--- src/rtl/controlador_interseccion.sv ---
`default_nettype none
// ============================================================================
// Module      : controlador_interseccion
// Description : Moore FSM controller for a two-road intersection. It sequences
//               the vehicle heads SemaforoA/SemaforoB and the pedestrian walk
//               lamps Apeatonal/Bpeatonal using per-phase cycle timers and
//               latched push-button requests.
//               Optional feature macro: PEATON_PRIORIDAD_EN (a pending
//               pedestrian request cuts a green phase short once the minimum
//               green time has elapsed).
// Revision    : 1.0 - initial release
// ============================================================================
module controlador_interseccion #(
  parameter int T_GREEN     = 8,
  parameter int T_YELLOW    = 2,
  parameter int T_ALLRED    = 1,
  parameter int T_WALK      = 4,
  parameter int T_MIN_GREEN = 3,
  parameter int CNT_W       = 8
) (
  input  logic       clk,
  input  logic       RST,
  input  logic       ENB,
  input  logic       reqPeatonA,
  input  logic       reqPeatonB,
  output logic [1:0] SemaforoA,
  output logic [1:0] SemaforoB,
  output logic       Apeatonal,
  output logic       Bpeatonal,
  output logic [2:0] fase
);

  typedef enum logic [2:0] {
    ALLRED_BA = 3'd0,
    A_GREEN   = 3'd1,
    A_YELLOW  = 3'd2,
    ALLRED_AB = 3'd3,
    B_GREEN   = 3'd4,
    B_YELLOW  = 3'd5
  } state_t;

  // Light colour codes
  localparam logic [1:0] c_red    = 2'd0;
  localparam logic [1:0] c_yellow = 2'd1;
  localparam logic [1:0] c_green  = 2'd2;

  // Terminal timer values: a phase ends on the edge where timer hits these
  localparam logic [CNT_W-1:0] c_green_last     = CNT_W'(T_GREEN - 1);
  localparam logic [CNT_W-1:0] c_yellow_last    = CNT_W'(T_YELLOW - 1);
  localparam logic [CNT_W-1:0] c_allred_last    = CNT_W'(T_ALLRED - 1);
  localparam logic [CNT_W-1:0] c_min_green_last = CNT_W'(T_MIN_GREEN - 1);
  localparam logic [CNT_W-1:0] c_walk           = CNT_W'(T_WALK);

`ifdef PEATON_PRIORIDAD_EN
  localparam logic c_prio_en = 1'b1;
`else
  localparam logic c_prio_en = 1'b0;
`endif

  state_t           state_q, state_d;
  logic [CNT_W-1:0] timer_q, timer_d;
  logic             pendA_q, pendA_d;
  logic             pendB_q, pendB_d;
  logic             walkA_q, walkA_d;
  logic             walkB_q, walkB_d;

  logic             w_phase_done;
  logic             w_illegal;
  state_t           w_next_phase;

  // Next-state logic: phase completion, timer, request latch and walk grant
  always_comb begin
    state_d      = state_q;
    timer_d      = timer_q;
    walkA_d      = walkA_q;
    walkB_d      = walkB_q;
    // Requests are latched every non-reset edge, even while frozen
    pendA_d      = pendA_q | reqPeatonA;
    pendB_d      = pendB_q | reqPeatonB;
    w_phase_done = 1'b0;
    w_illegal    = 1'b0;
    w_next_phase = ALLRED_BA;

    case (state_q)
      ALLRED_BA: begin
        w_phase_done = (timer_q == c_allred_last);
        w_next_phase = A_GREEN;
      end
      A_GREEN: begin
        // Early exit lets a waiting pedestrian on crossing A go sooner
        w_phase_done = (timer_q == c_green_last) ||
                       (c_prio_en && pendA_q && (timer_q >= c_min_green_last));
        w_next_phase = A_YELLOW;
      end
      A_YELLOW: begin
        w_phase_done = (timer_q == c_yellow_last);
        w_next_phase = ALLRED_AB;
      end
      ALLRED_AB: begin
        w_phase_done = (timer_q == c_allred_last);
        w_next_phase = B_GREEN;
      end
      B_GREEN: begin
        w_phase_done = (timer_q == c_green_last) ||
                       (c_prio_en && pendB_q && (timer_q >= c_min_green_last));
        w_next_phase = B_YELLOW;
      end
      B_YELLOW: begin
        w_phase_done = (timer_q == c_yellow_last);
        w_next_phase = ALLRED_BA;
      end
      default: begin
        w_illegal    = 1'b1;
        w_next_phase = ALLRED_BA;
      end
    endcase

    if (w_illegal) begin
      // Corrupted encodings recover immediately, independent of ENB
      state_d = ALLRED_BA;
      timer_d = '0;
    end else if (ENB) begin
      if (w_phase_done) begin
        state_d = w_next_phase;
        timer_d = '0;
        // Crossing A walks while road B has green, and vice versa
        if (w_next_phase == B_GREEN) begin
          walkA_d = pendA_q | reqPeatonA;
          pendA_d = 1'b0;
        end
        if (w_next_phase == A_GREEN) begin
          walkB_d = pendB_q | reqPeatonB;
          pendB_d = 1'b0;
        end
      end else begin
        timer_d = timer_q + 1'b1;
      end
    end
  end

  // State, timer and pedestrian flag registers with synchronous reset
  always_ff @(posedge clk) begin
    if (RST) begin
      state_q <= ALLRED_BA;
      timer_q <= '0;
      pendA_q <= 1'b0;
      pendB_q <= 1'b0;
      walkA_q <= 1'b0;
      walkB_q <= 1'b0;
    end else begin
      state_q <= state_d;
      timer_q <= timer_d;
      pendA_q <= pendA_d;
      pendB_q <= pendB_d;
      walkA_q <= walkA_d;
      walkB_q <= walkB_d;
    end
  end

  // Moore output decode from the registered state and timer
  always_comb begin
    SemaforoA = c_red;
    SemaforoB = c_red;
    case (state_q)
      A_GREEN:  SemaforoA = c_green;
      A_YELLOW: SemaforoA = c_yellow;
      B_GREEN:  SemaforoB = c_green;
      B_YELLOW: SemaforoB = c_yellow;
      default: begin
        SemaforoA = c_red;
        SemaforoB = c_red;
      end
    endcase
    Apeatonal = (state_q == B_GREEN) && walkA_q && (timer_q < c_walk);
    Bpeatonal = (state_q == A_GREEN) && walkB_q && (timer_q < c_walk);
    fase      = state_q;
  end

endmodule
`default_nettype wire

--- config.mk ---
export PLATFORM = sky130hd
export DESIGN_NAME = controlador_interseccion
export DESIGN_NICKNAME = d
export VERILOG_FILES = /design/src/rtl/controlador_interseccion.sv
export SDC_FILE = /design/constraint.sdc
export NUM_CORES = 1
export LEC_CHECK = 0
export ABC_AREA = 1
export BUFFER_PORTS_ARGS = -buffer_cell sky130_fd_sc_hd__buf_2
export CAP_MARGIN = 20
export CORE_ASPECT_RATIO = 1.1
export CORE_MARGIN = 2
export CORE_UTILIZATION = 45
export CTS_CLUSTER_DIAMETER = 150
export DETAILED_ROUTE_END_ITERATION = 8
export GPL_ROUTABILITY_DRIVEN = 0
export PLACE_DENSITY = 0.69
export SLEW_MARGIN = 20
export SYNTH_ARGS = -nofsm -noshare
export SYNTH_HDL_FRONTEND = slang
export SYNTH_SLANG_ARGS = --single-unit
--- constraint.sdc ---
create_clock -name clk -period 1.3 [get_ports clk]
set_input_delay 0.13 -clock clk [delete_from_list [all_inputs] [get_ports clk]]
set_output_delay 0.13 -clock clk [all_outputs]
set_load 0.02 [all_outputs]
==> flow_summary.toml, run 1 <==
[floorplan]
io_pins = 14
fp.dieW_um = 46.63
dieArea_sq_mm = 0.002373
core_area_sq_mm = 0.001842
die_h_um = 50.90
floorplan.initialDensity_pct = 48.85
rows = 16

[place]
dpl.hpwl_mm = 1.586
placed_area_sq_mm = 0.001127
dpl_worst_slack_ns = -0.1101
io_buffers = 13

[logic_synthesis]
yosysMostFrequentCell = "nand2_1"
synth_seq_area_share_pct = 33.38
syn_area_per_cell_sq_um = 6.615
yosysTopAreaCell = "dfxtp_1"
synth_cells = 136
syn_nets = 143
ys_top_cells_by_area = "dfxtp_1 (33%), nand2_1 (15%), inv_1 (9.6%), nor2_1 (8.8%), nand3_1 (5.6%)"
yosys_warnings = 0
synthArstFlopShare_pct = 0
ys_seq_elements = 15
synth_edf_count = 0
yosysTopAreaCellShare_pct = 33.38
ys.flop_type = "dfxtp_1"
ys_top_cells_by_count = "nand2_1 (35), inv_1 (23), nor2_1 (21), dfxtp_1 (15), nand3_1 (10)"
synth_cell_type_count = 18
netlist_area_sq_um = 899.6

[status]
outcome = "finished, violations left"
violations = "negative setup slack"

[critical_path]
max_stage_delay_ns = 0.38
crit_required_ns = 1.48
cp-start-kind = "register"
path_cells = "buf_4, nand2_2, nand4_1, a21oi_4, nand3_4, nand4_1, inv_1"
end_kind = "register"
crit_path_frequent_cell = "nand4_1"
critPathKind = "register to register"
path_max_fanout = 8
worstPathArrival_ns = 1.64
cp_slowest_cell = "dfxtp_4"

[global_route]
grt_pass1_vias = 862
grt_util_all_layers_pct = 21.28
grt_overflow = 0
antenna_found_initial = 0
grt_first_pass_wirelength_mm = 3.622
grt_max_degree = 10

[sta]
rsz0062_at_grt = "yes"
slew_headroom_pct = 84.45
finalMaxSlewViolations = 0
finalCritPeriodShare_pct = 111.9
hold_viol_final = 0
fmax_ghz = 0.6876
worst_pin_slew_ns = 0.2327
finClkSkew_ns = 0.009416
setup_ws_ns = -0.1543
min_period_ns = 1.454
hold-worst-slack_ns = 0.1518
setup_violations = 13

[power_and_ir_drop]
power_uw = 2450
ir_drop_mv = 0.9992
p_clk_share_pct = 11.1
p_leak_uw = 0.0007128
power.density_mw_per_mm2 = 1813
seq_power_share_pct = 29.3
internal_power_uw = 1315
p_comb_share_pct = 59.5
switching_power_uw = 1135
swShare_pct = 46.32

[cts]
clockBufferDepth = 2
clkSinkCount = 15
cts_made_buffers = 3
clk_pin_slew_ns = 0.10
cts_tree = "yes"
clkLatencyLatePin_ns = 0.29
ctsHoldBuffers = 0
cts-root-buf = "clkbuf_4"
h-tree-depth = 1

[route]
via_count = 951
via_per_inst = 4.755
drt-wirelength-per-cell_um = 11.17
postRouteWirelength_mm = 2.234
drtIter0Drc = 16
dr.pass1.iters = 5
drc = 0
final_antenna_net_count = 0

[finish]
design_area_sq_mm = 0.001351
n_antenna_cell = 0
drive_above_1_share_pct = 47.98
layout.nets = 181
n_fill_cell = 150
synthToLayoutAreaGrowth_pct = 50.21

[run]
max_cap_viol_count = 0

[worst_hold_path]
hp-class = "input pin to register"
## routing by layer
metal  vias to the layer above  track usage (%)  wire [um]
met3                         4            4.594         62
met1                       434            25.83        923
met5                         -                0          0
met4                         0            8.796         25
li1                        495                -          -
met2                        18            35.42       1221
## state kept, by name, summed over array words and instances, names as in the netlist
name,count
walkA_q,1
walkB_q,1
pendB_q,1
timer_q,8
pendA_q,1
fase,3
## final timing paths
| path | startpoint | endpoint | slack (ns) | cells past startpoint |
|---|---|---|---|---|
| min reg2reg | timer_q[1] | timer_q[1] | 0.52 | 2 |
| min | RST | pendA_q | 0.15 | 4 |
| max | fase[2] | timer_q[2] | -0.15 | 7 |
| max reg2reg | fase[2] | timer_q[2] | -0.15 | 7 |
## worst max-delay path, delay by kind of cell (launching register included)
kind                   cells  cell delay, ns
AND/OR/NAND/NOR            4            0.52
AO/OA/AOI/OAI              1            0.25
flip-flops                 1            0.38
buffers and inverters      2            0.20
## timing repair
item / in CTS / in global routing
pin swaps: 5 / 15
buffers inserted: 4 / 3
gates resized for setup: 15 / 31
endpoints found under the setup margin: 16 / 19
## power by group through the flow
stage	registers (uW)	logic, uW	clock network, uW
finish	718	1460	273
global route	734	1620	316
CTS	699	1400	285
detailed placement	712	1210	0
global placement	704	1190	0
floorplan	753	795	0
## cells by family after synthesis
| family | after synthesis | synth area share (%) |
|---|---|---|
| XOR/XNOR | 3 | 2.921 |
| buffers and inverters | 27 | 11.40 |
| flip-flops | 15 | 33.38 |
| AND/OR/NAND/NOR | 86 | 46.59 |
| AO/OA/AOI/OAI | 3 | 2.921 |
| adder cells (fa/ha/maj) | 2 | 2.781 |
## cell usage in the layout, fill, tap and decap left out, drive strengths merged
master,n
nand3,14
a21oi,3
inv,26
clkinv,1
nand2,40
nor3,3
nand4,6
dfxtp,15
clkbuf,3
buf,34
ha,2
nor3b,2
xor2,3
nor2,21
## cell type report
class                           count  area [sq um]  share of cell area (%)
Multi-Input combinational cell     94         595.6                   44.07
Tap cell                           27         33.78                   2.500
Inverter                           26         102.6                   7.593
Clock inverter                      1         5.005                  0.3704
Sequential cell                    15         324.1                   23.98
Clock buffer                        3         22.52                   1.667
Timing Repair Buffer               34         267.8                   19.81
## through the flow
| stage | util, % | TNS, ns | std cells |
|---|---|---|---|
| floorplan | - | -0.05615 | 136 |
| global placement | 61.21 | -0.2231 | 189 |
| detailed placement | 61.21 | -0.7623 | 189 |
| CTS | 67.12 | -1.073 | 197 |
| global route | 73.37 | -2.765 | 200 |
| finish | 73.37 | -1.350 | 200 |
Power figures use the tool's default switching activity.
==> run 2, diff against run 1 <==
--- a/constraint.sdc
+++ b/constraint.sdc
@@ -3,2 +3,2 @@
 set_output_delay 0.13 -clock clk [all_outputs]
-set_load 0.02 [all_outputs]
+set_load 0.05 [all_outputs]
==> run 2 against run 1 <==
Effect of this change: the run still ends with negative setup slack left; via count increased by 7.7%; sequential cell count stayed put; combinational power grew 35%; largest power group unchanged; highest routed layer unchanged.
==> flow_summary.toml, run 2 (synthesis results as in run 1) <==
[critical_path]
reg2reg_depth = 10
cp-start-kind = "register"
worstPathArrival_ns = 1.75
path_max_fanout = 8
end_kind = "register"
timing.rr.start = "fase[1]"
crit_required_ns = 1.49
crit_path_end = "timer_q[3]"
crit_start = "fase[1]"
critPathKind = "register to register"
rrSetupSlack_ns = -0.26
r2r-end = "timer_q[3]"

[route]
via_count = 1024
drt-wirelength-per-cell_um = 13.70
drtIter0Drc = 30
dr.pass1.iters = 4
final_antenna_net_count = 0
drc = 0
via_per_inst = 5.020
postRouteWirelength_mm = 2.794

[sta]
hold_viol_final = 0
slew_headroom_pct = 83.85
min_period_ns = 1.565
finalCritPeriodShare_pct = 120.4
hold-worst-slack_ns = 0.1535
fmax_ghz = 0.6390
finalMaxSlewViolations = 0
setup_violations = 16
worst_pin_slew_ns = 0.2416
setup_ws_ns = -0.2649
finClkSkew_ns = 0.002980
rsz0062_at_grt = "yes"

[finish]
area.sequential_sq_um = 325.3
layout_common_cells = "nand2_1 (28), buf_4 (21), inv_1 (18)"
multi_input_area_sq_um = 628.1
drive_above_1_share_pct = 53.67
largest_register_ffs = 8
mostFrequentLayoutCell = "nand2_1"
n_fill_cell = 131
finish.utilization_pct = 78.13
layout.nets = 185
n_antenna_cell = 0
largest_register = "timer_q"
synthToLayoutAreaGrowth_pct = 59.94

[global_route]
grt_overflow = 0
grt_pass1_vias = 933
grt_util_all_layers_pct = 23.59
antenna_found_initial = 0
grt_first_pass_wirelength_mm = 4.002
grt_max_degree = 9

[cts]
clk_pin_slew_ns = 0.09
ctsHoldBuffers = 0
cts_tree = "yes"
clkSinkCount = 15
h-tree-depth = 1
clockBufferDepth = 2
clkLatencyLatePin_ns = 0.29
cts-root-buf = "clkbuf_4"
cts_made_buffers = 3

[power_and_ir_drop]
ir_drop_mv = 1.753
p_leak_uw = 0.0007294
seq_power_share_pct = 24.7
p_comb_share_pct = 66.2
internal_power_uw = 1455
power.density_mw_per_mm2 = 2070
p_clk_share_pct = 9.1
switching_power_uw = 1524
swShare_pct = 51.16

[place]
dpl_worst_slack_ns = -0.1258
dpl.hpwl_mm = 1.669
io_buffers = 13

[floorplan]
fp.dieW_um = 46.63
dieArea_sq_mm = 0.002373
core_area_sq_mm = 0.001842
die_h_um = 50.90
io_pins = 14
rows = 16
floorplan.initialDensity_pct = 48.85

[run]
max_cap_viol_count = 0

[worst_hold_path]
hp-class = "input pin to register"

[status]
violations = "negative setup slack"
outcome = "finished, violations left"
[run 2: changes by cell type in the layout (fill, tap and decap cells not counted), moves of 2 or more]
cell	previous run	this run
nand2_2	9	12
buf_4	19	21
buf_8	0	2
inv_2	5	3
inv_4	2	4
nand2_1	30	28
nand3_1	7	5
nor2_1	16	14
nor2_2	3	5
[run 2: cell type report]
class	count	area share, %
clock buffers	4	1.826
inverters	26	7.826
multi-input cells	94	43.65
flip-flops and latches	15	22.61
well taps	27	2.348
repair buffers	38	21.74
[run 2: critical path, cell delays in order (launching register included)]
cell and delay [ns]:
dfxtp_4 0.42, inv_4 0.06, nand2_2 0.06, nand2_2 0.06
nand2_2 0.08, nand3_4 0.07, a21oi_4 0.25, nand3_4 0.17
buf_4 0.18, nand3_2 0.06, inv_1 0.05
[run 2: power by group through the flow]
| stage | logic (uW) | registers (uW) | clock network [uW] |
|---|---|---|---|
| floorplan | 954 | 857 | 0 |
| global placement | 1470 | 713 | 0 |
| detailed placement | 1500 | 721 | 0 |
| CTS | 1690 | 720 | 279 |
| global route | 2110 | 750 | 303 |
| finish | 1970 | 735 | 271 |
[run 2: per-layer routing]
layer	track usage (%)	share of wire [%]
met3	3.180	2.8
met4	12.04	5.2
met1	28.89	39
met5	0	0
met2	39.12	53
[run 2: how the worst min path moves through the flow]
stage	cells after the start	start	endpoint	slack, ns
finish	4	RST	walkA_q	0.15
CTS	4	ENB	timer_q[0]	0.14
floorplan	3	RST	walkA_q	0.32
detailed placement	4	RST	walkA_q	0.44
global route	4	RST	pendB_q	0.16
global placement	4	ENB	timer_q[0]	0.43
[run 2: timing repair]
item                       4_1_cts  5_1_grt
pin swaps                       13       13
buffers inserted                 5        6
setup endpoints to repair       18       19
hold endpoints to repair         0        0
resized for setup               38       21
[run 2: through the flow]
step                TNS (ns)  cell area, sq um  power, uW  instances
floorplan            -0.7639             958.4       1810        136
global placement     -0.2278              1157       2187        189
detailed placement   -0.8425              1157       2217        189
CTS                   -1.200              1331       2686        198
global route          -3.547              1439       3163        204
finish                -2.212              1439       2978        204
